File: src/rtl/alu_n_flag.sv
// 16-bit, 8-operation EX-stage ALU with a combinational result and a registered {Z,V,N} flag register.
// Optional macro ALU_FLAG_NEXT_EN exposes the ungated next-flag value on port flag_next.
module alu_n_flag #(
  parameter int DATA_W  = 16,
  parameter int SHAMT_W = 4
) (
  input  logic               clk,
  input  logic               rst,
  input  logic [DATA_W-1:0]  A,
  input  logic [DATA_W-1:0]  B,
  input  logic [2:0]         op,
  input  logic [SHAMT_W-1:0] imm,
  input  logic               modify,
  output logic [DATA_W-1:0]  result,
`ifdef ALU_FLAG_NEXT_EN
  output logic [2:0]         flag_next,
`endif
  output logic [2:0]         outFlag
);

  localparam logic [2:0] OP_ADD = 3'd0;
  localparam logic [2:0] OP_SUB = 3'd1;
  localparam logic [2:0] OP_AND = 3'd2;
  localparam logic [2:0] OP_OR  = 3'd3;
  localparam logic [2:0] OP_SLL = 3'd4;
  localparam logic [2:0] OP_SRL = 3'd5;
  localparam logic [2:0] OP_SRA = 3'd6;
  localparam logic [2:0] OP_ROL = 3'd7;

  logic [DATA_W-1:0]   sum_s;
  logic [DATA_W-1:0]   diff_s;
  logic [DATA_W-1:0]   sra_s;
  logic [2*DATA_W-1:0] rot_s;
  logic [DATA_W-1:0]   result_s;
  logic                zero_s;
  logic                ovf_s;
  logic                neg_s;
  logic [2:0]          flag_next_s;
  logic [2:0]          flag_r;

  assign sum_s  = A + B;
  assign diff_s = A - B;
  assign sra_s  = DATA_W'($signed(A) >>> imm);
  // Rotating a doubled copy keeps imm = 0 well defined without a width-sized shift.
  assign rot_s  = {A, A} << imm;

  // Result multiplexer, purely combinational.
  always_comb begin
    result_s = {DATA_W{1'b0}};
    case (op)
      OP_ADD:  result_s = sum_s;
      OP_SUB:  result_s = diff_s;
      OP_AND:  result_s = A & B;
      OP_OR:   result_s = A | B;
      OP_SLL:  result_s = A << imm;
      OP_SRL:  result_s = A >> imm;
      OP_SRA:  result_s = sra_s;
      OP_ROL:  result_s = rot_s[2*DATA_W-1:DATA_W];
      default: result_s = {DATA_W{1'b0}};
    endcase
  end

  assign result = result_s;
  assign zero_s = (result_s == {DATA_W{1'b0}});

  // Next-flag computation; negative is suppressed whenever overflow makes the sign bit invalid.
  always_comb begin
    ovf_s = 1'b0;
    neg_s = 1'b0;
    case (op)
      OP_ADD: begin
        ovf_s = (A[DATA_W-1] == B[DATA_W-1]) && (result_s[DATA_W-1] != A[DATA_W-1]);
        neg_s = result_s[DATA_W-1] & ~ovf_s;
      end
      OP_SUB: begin
        ovf_s = (A[DATA_W-1] != B[DATA_W-1]) && (result_s[DATA_W-1] != A[DATA_W-1]);
        neg_s = result_s[DATA_W-1] & ~ovf_s;
      end
      default: begin
        ovf_s = 1'b0;
        neg_s = 1'b0;
      end
    endcase
  end

  assign flag_next_s = {zero_s, ovf_s, neg_s};

  // Flag register: loads only on flag-setting instructions, cleared asynchronously.
  always_ff @(posedge clk or negedge rst) begin
    if (!rst) begin
      flag_r <= 3'b000;
    end else if (modify) begin
      flag_r <= flag_next_s;
    end else begin
      flag_r <= flag_r;
    end
  end

  assign outFlag = flag_r;

`ifdef ALU_FLAG_NEXT_EN
  assign flag_next = flag_next_s;
`endif

endmodule

File: config.mk
export PLATFORM = sky130hd
export DESIGN_NAME = alu_n_flag
export DESIGN_NICKNAME = d
export VERILOG_FILES = /design/src/rtl/alu_n_flag.sv
export SDC_FILE = /design/constraint.sdc
export NUM_CORES = 1
export LEC_CHECK = 0
export BUFFER_PORTS_ARGS = -buffer_cell sky130_fd_sc_hd__clkbuf_2
export CAP_MARGIN = 0
export CORE_ASPECT_RATIO = 0.75
export CORE_MARGIN = 4
export CORE_UTILIZATION = 60
export CTS_CLUSTER_DIAMETER = 200
export DETAILED_ROUTE_END_ITERATION = 10
export GPL_ROUTABILITY_DRIVEN = 0
export PLACE_DENSITY_LB_ADDON = 0.12
export RECOVER_POWER = 50
export SLEW_MARGIN = 5
export SYNTH_ARGS = -nofsm -noshare
export SYNTH_HDL_FRONTEND = slang
export SYNTH_SLANG_ARGS = --single-unit
File: constraint.sdc
create_clock -name clk -period 7.75 [get_ports clk]
set_input_delay 1.9375 -clock clk [delete_from_list [all_inputs] [get_ports clk]]
set_output_delay 1.9375 -clock clk [all_outputs]
set_load 0.02 [all_outputs]
Word-level counts from Yosys, hierarchy flattened
Index checks and enable logic that the tools add are counted.
- bits in latches: 0
- memory bits (read-only): 0
- memory bits (writable): 0
- register bits: 3
- output and inout bits: 19
- bits of input ports: 42
- memories: 0
- shift operators: 4
- divide/modulo/power cells: 0
- reductions and logical operators: 4
- $mul: 0
- add/subtract/negate cells: 2
- magnitude comparators: 0
- multiplexer cells: 3
- equal/unequal tests: 10
- bitwise operators: 6
- operators by type and width (cell ; number):
    one-hot mux 16 bit (8 select lines) ; 1
    << shifter 32 x 4 -> 32 bit ; 1
    adder 16 bit ; 1
    AND 16 bit ; 1
    logical NOT 16 bit ; 1
    bitwise OR 16 bit ; 1
    << shifter 16 x 4 -> 16 bit ; 1
    right shift 16 x 4 -> 16 bit ; 1
    >>> shifter 16 x 4 -> 16 bit ; 1
    subtractor 16 bit ; 1
    equality test 3 bit (second input constant) ; 4
    equality test 3 x 2 -> 1 bit (second input constant) ; 2
    one-hot mux 1 bit (2 select lines) ; 2
    equality test 3 x 1 -> 1 bit (second input constant) ; 1
    logical NOT 3 bit ; 1
    AND 1 bit ; 2
    logical AND 1 bit ; 2
    inequality test 1 bit ; 2
    inverter 1 bit ; 2
    equality test 1 bit ; 1

Depth between registers and ports, before layout
Gate-level depths: netlist of run 1.
- depth after elaboration: 7
- mapped depth: 17

Worst setup path after synthesis of run 1
OpenSTA, ideal clock, no wires.
- path kind: input-to-output
- start point: in op[0]
- end point: out result[14]
- cell stages on the path: 15
- arrival: 5.185 ns
- slack: 0.628 ns
- data required time: 5.812 ns
- path buffers: 4
- cells stage by stage: buf_2 > buf_1 > buf_1 > and2_1 > buf_2 > nor2_1 > xnor2_1 > ha_1 > a211oi_1 > o21ai_0 > a2111oi_0 > nor3_1 > a21oi_1 > mux2i_1 > o221ai_1
- word-level cells in the longest chain between the ends: 2
- elaborated cells between the ends (all ways): 9
- classes of those cells: eq/ne: 7; mux: 1; reduce/logical: 1
- ends and longest elaborated chain (what ; RTL line ; RTL):
    start: declaration ; 11 ; input logic [2:0] op,
    equality test 3 bit (tied with other cells) ; 50 ; case (op)
    one-hot mux 16 bit (8 select lines) (*) ; 50 ;
    end: declaration ; 14 ; output logic [DATA_W-1:0] result,
Mark *: on every way between the ends. The rest lies on a longest branch, timed or not.

Worst setup path after layout of run 1
- start point: in B[2]
- end point: out result[15]
- word-level cells in the longest chain between the ends: 2
- elaborated cells between the ends (all ways): 3
- classes of those cells: add/sub: 2; mux: 1
- ends and longest elaborated chain (what ; RTL line ; RTL):
    start: declaration ; 10 ; input logic [DATA_W-1:0] B,
    subtractor 16 bit or adder 16 bit (tied branches) ; 42, 41 ;
    one-hot mux 16 bit (8 select lines) (*) ; 50 ;
Marks and branches as above.

==> run metrics, run 1 <==
mean post-synth cell area 7.65 um^2; core area 5980 um^2; Final Hold Viols 0; Core Util, Final 0.683; delay-heaviest family, CP compound AO/OA/AOI/OAI gates; die area 7680 um^2; status completed; critical path type in -> out; Leak Pwr 1.71 nW; Fin Setup TNS 0 ps; Clock transition at path regs 30 ps; first-pass GRT wire length between 20 and 25 mm; input/output buffers 60; final period utilization 0.966; fmax roughly 0.13 GHz; worst slew pin tran 1010 ps; post-CTS sizing 0; Worst EP arrival around 5600 ps; clk sink count 3; synthesized instance count between 400 and 500; commonest non-fill, non-tap cell in the layout clkbuf_2; Worst slew margin 0.329; crit path time final 7490 ps; Routed WL 13.4 mm; Crit. End Element primary output; ys flop type dfrtp_1; # diodes 0; Clock Tree Buf Depth 2; Min Hold Slack 500 ps; Largest stage delay, worst path 490 ps; 1st-iter DRT viols around 620; Worst Hold Class reg -> reg; Power Density 97.6 nW/um^2; Die Y 76.9 um; Synth Cell Area 3800 um^2; max FFs per register 3; EDFF count, synth 0; Worst Path Buf+Inv 3; vias in the first global route about 4000; Initial Util 0.636; Synth warnings 0; area taken by flip-flops and latches 75.1 um^2; die outline width 99.9 um; post-synthesis net count 560; initial antenna violation count 0; Synth cell types 83; Num CTS Buffers 3; GRT Overall Usage 0.336; fraction of layout instances using a drive strength above 1 0.204; critical path launch point type input pin; final slew viol count 0; Clock Skew 0 ps; RSZ-0062 raised after global routing no; Ports slightly above 60; Filler cells 537; multi-input logic area about 3400 um^2; Worst-Skew Late Latency between 200 and 250 ps; # setup viols final 0; row count 24; H-tree depth 1; Max VDD drop between 0.05 and 0.06 mV; Pre-antenna DRT Iters 9; detailed-route via count 4433; Antenna Nets Post-Route 0; worst path cell trace clkbuf_1 > nor3_1 > nand2_1 > nor2_1 > a21oi_1 > xnor2_1 > ha_1 > a21oi_1 > o21ai_0 > a21oi_1 > o21ai_0 > a2111o_1 > a31oi_1 > xnor2_1 > o21a_1 > inv_1 > clkbuf_2; asr flop ratio synth 1.00; fin nets 593; worst path required time 5810 ps; Yosys reg bits 3; commonest cells after routing, fill and taps aside clkbuf_2 (54), nor2_1 (53), nand2_1 (40); largest net degree at the start of global routing 38; worst-path maximum fanout 4; Post-route DRC 0; postcts setup bufs 0; post-synthesis sequential area ratio 0.0198; hold buffers post-CTS 0; Avg Vias per Cell approximately 7.3; GRT overflow 0; WL per Instance 22.1 um; area growth from synthesis to layout 7.38%; post-DP HPWL 10.1 mm; max-cap violations 0; Root Buffer clkbuf_8; CTS tree done; Critical-path top delay cell a2111o_1; Most Frequent Cell on Critical Path a21oi_1
[cell type report]
cell class              count  share of cell area
well taps                  78              0.0239
repair buffers             69              0.0874
inverters                  19              0.0175
clock buffers               4              0.0110
flip-flops and latches      3              0.0184
multi-input cells         434               0.842
[power breakdown]
| part | switching, mW | total (mW) | leakage [nW] | internal [mW] |
|---|---|---|---|---|
| Sequential | 0.000391 | 0.0169 | 0.0414 | 0.0165 |
| Clock | 0.0109 | 0.0461 | 0.0228 | 0.0351 |
| Combinational | 0.205 | 0.335 | 1.64 | 0.130 |
[logic make-up after synthesis]
| family | count (synthesis) | synth area share |
|---|---|---|
| DFF | 3 | 0.0198 |
| muxes | 63 | 0.247 |
| buffers and inverters | 60 | 0.0764 |
| AOI/OAI and AO/OA | 144 | 0.271 |
| xor gates and xnor gates | 27 | 0.0622 |
| adders and majority gates | 35 | 0.108 |
| and+or+nand+nor | 165 | 0.216 |
[cells in the mapped netlist, drive strengths merged (3+ instances only)]
master,count,share of area
mux2,15,0.045
o2111ai,3,0.0069
nor2,54,0.054
nor3,11,0.014
xor2,14,0.032
inv,18,0.018
buf,24,0.041
nand3,9,0.012
dfrtp,3,0.020
and2,5,0.0082
o221ai,3,0.0069
o21bai,3,0.0059
xnor2,13,0.030
ha,20,0.066
clkbuf,17,0.017
o211a,3,0.0079
and3,4,0.0066
a41oi,3,0.0069
nand4b,3,0.0069
a211oi,5,0.0099
nand2,40,0.040
nor4b,3,0.0069
a2111oi,4,0.011
or3,4,0.0066
mux4,22,0.13
o211ai,9,0.018
nand2b,10,0.016
a221o,3,0.0079
o21ai,28,0.037
maj3,14,0.037
nor2b,7,0.014
a31oi,4,0.0066
a211o,3,0.0069
a21oi,26,0.034
o21a,4,0.0079
mux2i,26,0.068
o22ai,7,0.013
o32ai,7,0.016
nor4,6,0.012
[path summary, 6_finish.rpt]
path,startpoint,endpoint,slack [ps],cells after the start
max in group asynchronous,rst,outFlag[1],6080,1
min reg2reg,outFlag[2],outFlag[2],500,1
min,outFlag[2],outFlag[2],500,1
max reg2reg,outFlag[1],outFlag[1],6930,2
max,B[2],result[15],260,17
min in group asynchronous,rst,outFlag[2],1520,1
[per-stage QoR]
stage          instance area (um^2)  instances  power, mW  worst slack, ps
2_1_floorplan                  3800        497      0.253              628
3_3_place_gp                   4050        603      0.335              555
3_5_place_dp                   4050        603      0.341              511
4_1_cts                        4090        607      0.389              509
5_1_grt                        4080        607      0.426              136
6_report                       4080        607      0.398              262
[per-layer routing]
layer / GRT usage / part of all wire / wire length, um / up-vias
met5: 0 / 0 / 0 / -
met4: 0.0791 / 0.028 / 371 / 0
met3: 0.0898 / 0.16 / 2130 / 57
met2: 0.471 / 0.40 / 5330 / 387
met1: 0.503 / 0.41 / 5550 / 2008
li1: - / - / - / 1981
Note: power is estimated with default switching activity, not from simulation.
==> inputs of run 2 (changes only) <==
CORE_UTILIZATION = 50   (was 60)
==> run metrics, run 2 (synthesis results as in run 1) <==
commonest cells after routing, fill and taps aside clkbuf_2 (54), nor2_1 (53), nand2_1 (40); Post-Place Worst Slack 513 ps; commonest non-fill, non-tap cell in the layout clkbuf_2; Comb pwr share 0.845; WL per Instance about 22 um; worst path cell trace clkbuf_1 > nor2_1 > and2_1 > nor2_1 > xnor2_1 > ha_1 > a211oi_1 > o21ai_0 > a2111oi_0 > nor3_1 > a21oi_1 > mux2i_1 > o221ai_1 > clkbuf_2; Initial Util 0.516; met2 wire len ~5.6 mm; Clock Tree Buf Depth 2; delay-heaviest family, CP compound AO/OA/AOI/OAI gates; Clock transition at path regs 30 ps; input/output buffers 60; RSZ-0062 raised after global routing no; initial antenna violation count 0; postcts setup bufs 0; Min Hold Slack 487 ps; Largest stage delay, worst path 530 ps; worst-path maximum fanout 9; worst reg2reg path endpoint outFlag[1]; Antenna Nets Post-Route 0; fin nets about 590; Pint 0.182 mW; crit path time final around 7400 ps; Worst R2R Start outFlag[1]; Power Density 96.7 nW/um^2; fmax 0.135 GHz; Die Y around 83 um; routed wl met3 about 1.7 mm; area growth from synthesis to layout 8.13%; Worst-Skew Late Latency 210 ps; final cell count without fillers 630; hold buffers post-CTS 0; largest net degree at the start of global routing 36; Num CTS Buffers 3; GRT overflow 0; Post-route DRC 0; Critical-path top delay cell a2111oi_0; WL met1 6.30 mm; worst path required time 5810 ps; hold endpoint outFlag[0]; r2r setup slk 6950 ps; Levels on crit path 14; Sw Ratio 0.543; post-DP HPWL around 11 mm; Worst EP arrival 5480 ps; clk sink count 3; max-cap violations 0; Worst slew margin 0.117; worst slew pin tran 1320 ps; status completed; Max VDD drop 0.0726 mV; Worst Path Buf+Inv 2; row count 27; Filler cells 752; WHS Path Cells 1; Leak Pwr 1.71 nW; first-pass GRT wire length 21.8 mm; Seq pwr share 0.042; Setup WS post-layout 333 ps; Hold Path Origin outFlag[0]; CTS tree done; # diodes 0; Clock Skew 0 ps; # setup viols final 0; die outline width 109 um; Avg Vias per Cell 6.88; top layer reached by signal wires met4; Placed Cells 626; final period utilization 0.957; core area 7360 um^2; Clock Power Share 0.113; Root Buffer clkbuf_8; Pwr Total 0.397 mW; GRT Overall Usage 0.299; die area slightly above 9000 um^2; Fin Setup TNS 0 ps; critical path launch point type input pin; 1st-iter DRT viols 572; Psw 0.216 mW; max FFs per register 3; Pre-antenna DRT Iters 5; Routed WL 13.8 mm; H-tree depth 1; Final Hold Viols 0; Worst Hold Class reg -> reg; FF-to-FF path depth 2; post-CTS sizing 0; detailed-route via count 4334; Crit. End Element primary output; vias in the first global route about 3900; Ports a little over 60; critical path type in -> out; Most Frequent Cell on Critical Path nor2_1; fraction of layout instances using a drive strength above 1 0.204; final slew viol count 0
-- run 2: cell counts in the layout (fill, tap and decap cells not counted) --
Identical to the previous run, type by type.
-- run 2: layout make-up --
| cell class | instances | area [um^2] | area share |
|---|---|---|---|
| Multi-Input combinational cell | 434 | 3430 | 0.836 |
| Timing Repair Buffer | 69 | 357 | 0.0868 |
| Tap cell | 101 | 126 | 0.0308 |
| Sequential cell | 3 | 75.1 | 0.0183 |
| Inverter | 19 | 71.3 | 0.0174 |
| Clock buffer | 4 | 45.0 | 0.0110 |
-- run 2: per-stage QoR --
stage | util | area, um^2
floorplan | - | 3800
global placement | 0.553 | 4080
detailed placement | 0.553 | 4080
CTS | 0.559 | 4120
global route | 0.558 | 4110
finish | 0.558 | 4110
-- run 2: worst max path at each step --
stage          startpoint  slack (ps)          to
2_1_floorplan       op[0]         630  result[14]
3_3_place_gp        op[1]         580  result[14]
3_5_place_dp        op[1]         510  result[14]
4_1_cts             op[1]         470  result[14]
5_1_grt             op[1]          80  result[15]
6_report            op[1]         330  result[14]
-- run 2: per-layer routing --
layer	global-route usage	up-vias
met5	0	-
met4	0.0608	0
met3	0.0526	22
met2	0.419	302
met1	0.471	2019
li1	-	1991
-- run 2: power groups by stage --
stage                     Combinational, mW  Clock [mW]  Sequential, mW
after floorplan                       0.235           0          0.0179
final                                 0.336      0.0447          0.0169
after CTS                             0.327      0.0454          0.0169
after global routing                  0.362      0.0464          0.0170
after detailed placement              0.326           0          0.0171
after global placement                0.323           0          0.0170
==> inputs of run 3 (changes only) <==
RECOVER_POWER = 25   (was 50)
==> run metrics, run 3 (synthesis results as in run 1) <==
Crit. End Element primary output; Leak Pwr 1.72 nW; Max VDD drop 0.0727 mV; max FFs per register 3; Antenna Nets Post-Route 0; Root Buffer clkbuf_8; area growth from synthesis to layout 8.30%; Setup WS post-layout 327 ps; Worst-Skew Late Latency 210 ps; row count 27; die outline width approximately 110 um; final period utilization 0.958; Min Hold Slack 487 ps; commonest non-fill, non-tap cell in the layout clkbuf_2; Clock Skew 0 ps; Clock Tree Buf Depth 2; Core Util, Final 0.559; input/output buffers 60; fmax 0.135 GHz; final slew viol count 0; # setup viols final 0; Design Area, Final 4120 um^2; Pwr Total 0.397 mW; post-DP HPWL 10.6 mm; max-cap violations 0; detailed-route via count around 4300; WL per Instance between 20 and 25 um; Worst EP arrival 5490 ps; core area 7360 um^2; Pre-antenna DRT Iters 5; Fin Setup TNS 0 ps; Avg Vias per Cell 6.88; initial antenna violation count 0; Power Density 96.5 nW/um^2; GRT Overall Usage 0.299; fin nets ~600; Post-route DRC 0; critical path launch point type input pin; postcts setup bufs 0; Ports 61; hold buffers post-CTS 0; Num CTS Buffers 3; 1st-iter DRT viols around 570; worst slew pin tran between 800 and 900 ps; GRT overflow 0; RSZ-0062 raised after global routing no; Initial Util 0.516; largest net degree at the start of global routing 36; status completed; Clock transition at path regs about 30 ps; # diodes 0; final cell count without fillers 630; die area 9070 um^2; Final Hold Viols 0; worst path required time just under 6000 ps; WHS Path Cells 1; Post-Place Worst Slack 513 ps; critical path type in -> out; commonest cells after routing, fill and taps aside clkbuf_2 (56), nor2_1 (53), nand2_1 (40); worst-path maximum fanout 9; first-pass GRT wire length 21.8 mm; H-tree depth 1; area post-placement 4080 um^2; FF-to-FF path depth 2; Worst Hold Class reg -> reg; fraction of layout instances using a drive strength above 1 0.210; Die Y 83.5 um; Routed WL 13.8 mm; CTS tree done; clk sink count 3; Worst slew margin 0.446; vias in the first global route 3942; post-CTS sizing 0; Placed Cells 626; crit path time final 7420 ps
## run 3: layout make-up
type                       instances  area, um^2
inverter                          19        71.3
fill                             750        3250
timing repair buffer              69         363
sequential                         3        75.1
multi-input combinational        434        3430
clock buffer                       4        45.0
tap                              101         126
## run 3: worst paths after layout
path	from	end	slack, ps
max in group asynchronous	rst	outFlag[0]	6080
worst min register to register	outFlag[0]	outFlag[0]	490
worst max register to register	outFlag[1]	outFlag[1]	6940
min in group asynchronous	rst	outFlag[1]	1520
worst min-delay path	outFlag[0]	outFlag[0]	490
worst max-delay path	op[1]	result[14]	330
## run 3: power by group
part / leakage, nW / total, mW / switching, mW / internal [mW]
logic: 1.65 / 0.336 / 0.205 / 0.130
registers: 0.0414 / 0.0169 / 0.000360 / 0.0165
clock network: 0.0228 / 0.0447 / 0.00972 / 0.0350
## run 3: worst max-delay path, stage by stage
cell       delay, ps
clkbuf_2          90
nor2_1           330
and2_1           460
nor2_1           100
xnor2_1          150
ha_1             350
a211oi_1         350
o21ai_0          180
a2111oi_0        530
nor3_1           190
a21oi_1          240
mux2i_1          100
o221ai_1         260
clkbuf_2         230
## run 3: metal layers
layer / wire length, um / GRT usage
met1: 6200 / 0.471
met2: 5530 / 0.419
met3: 1790 / 0.0526
met4: 276 / 0.0608
met5: 0 / 0
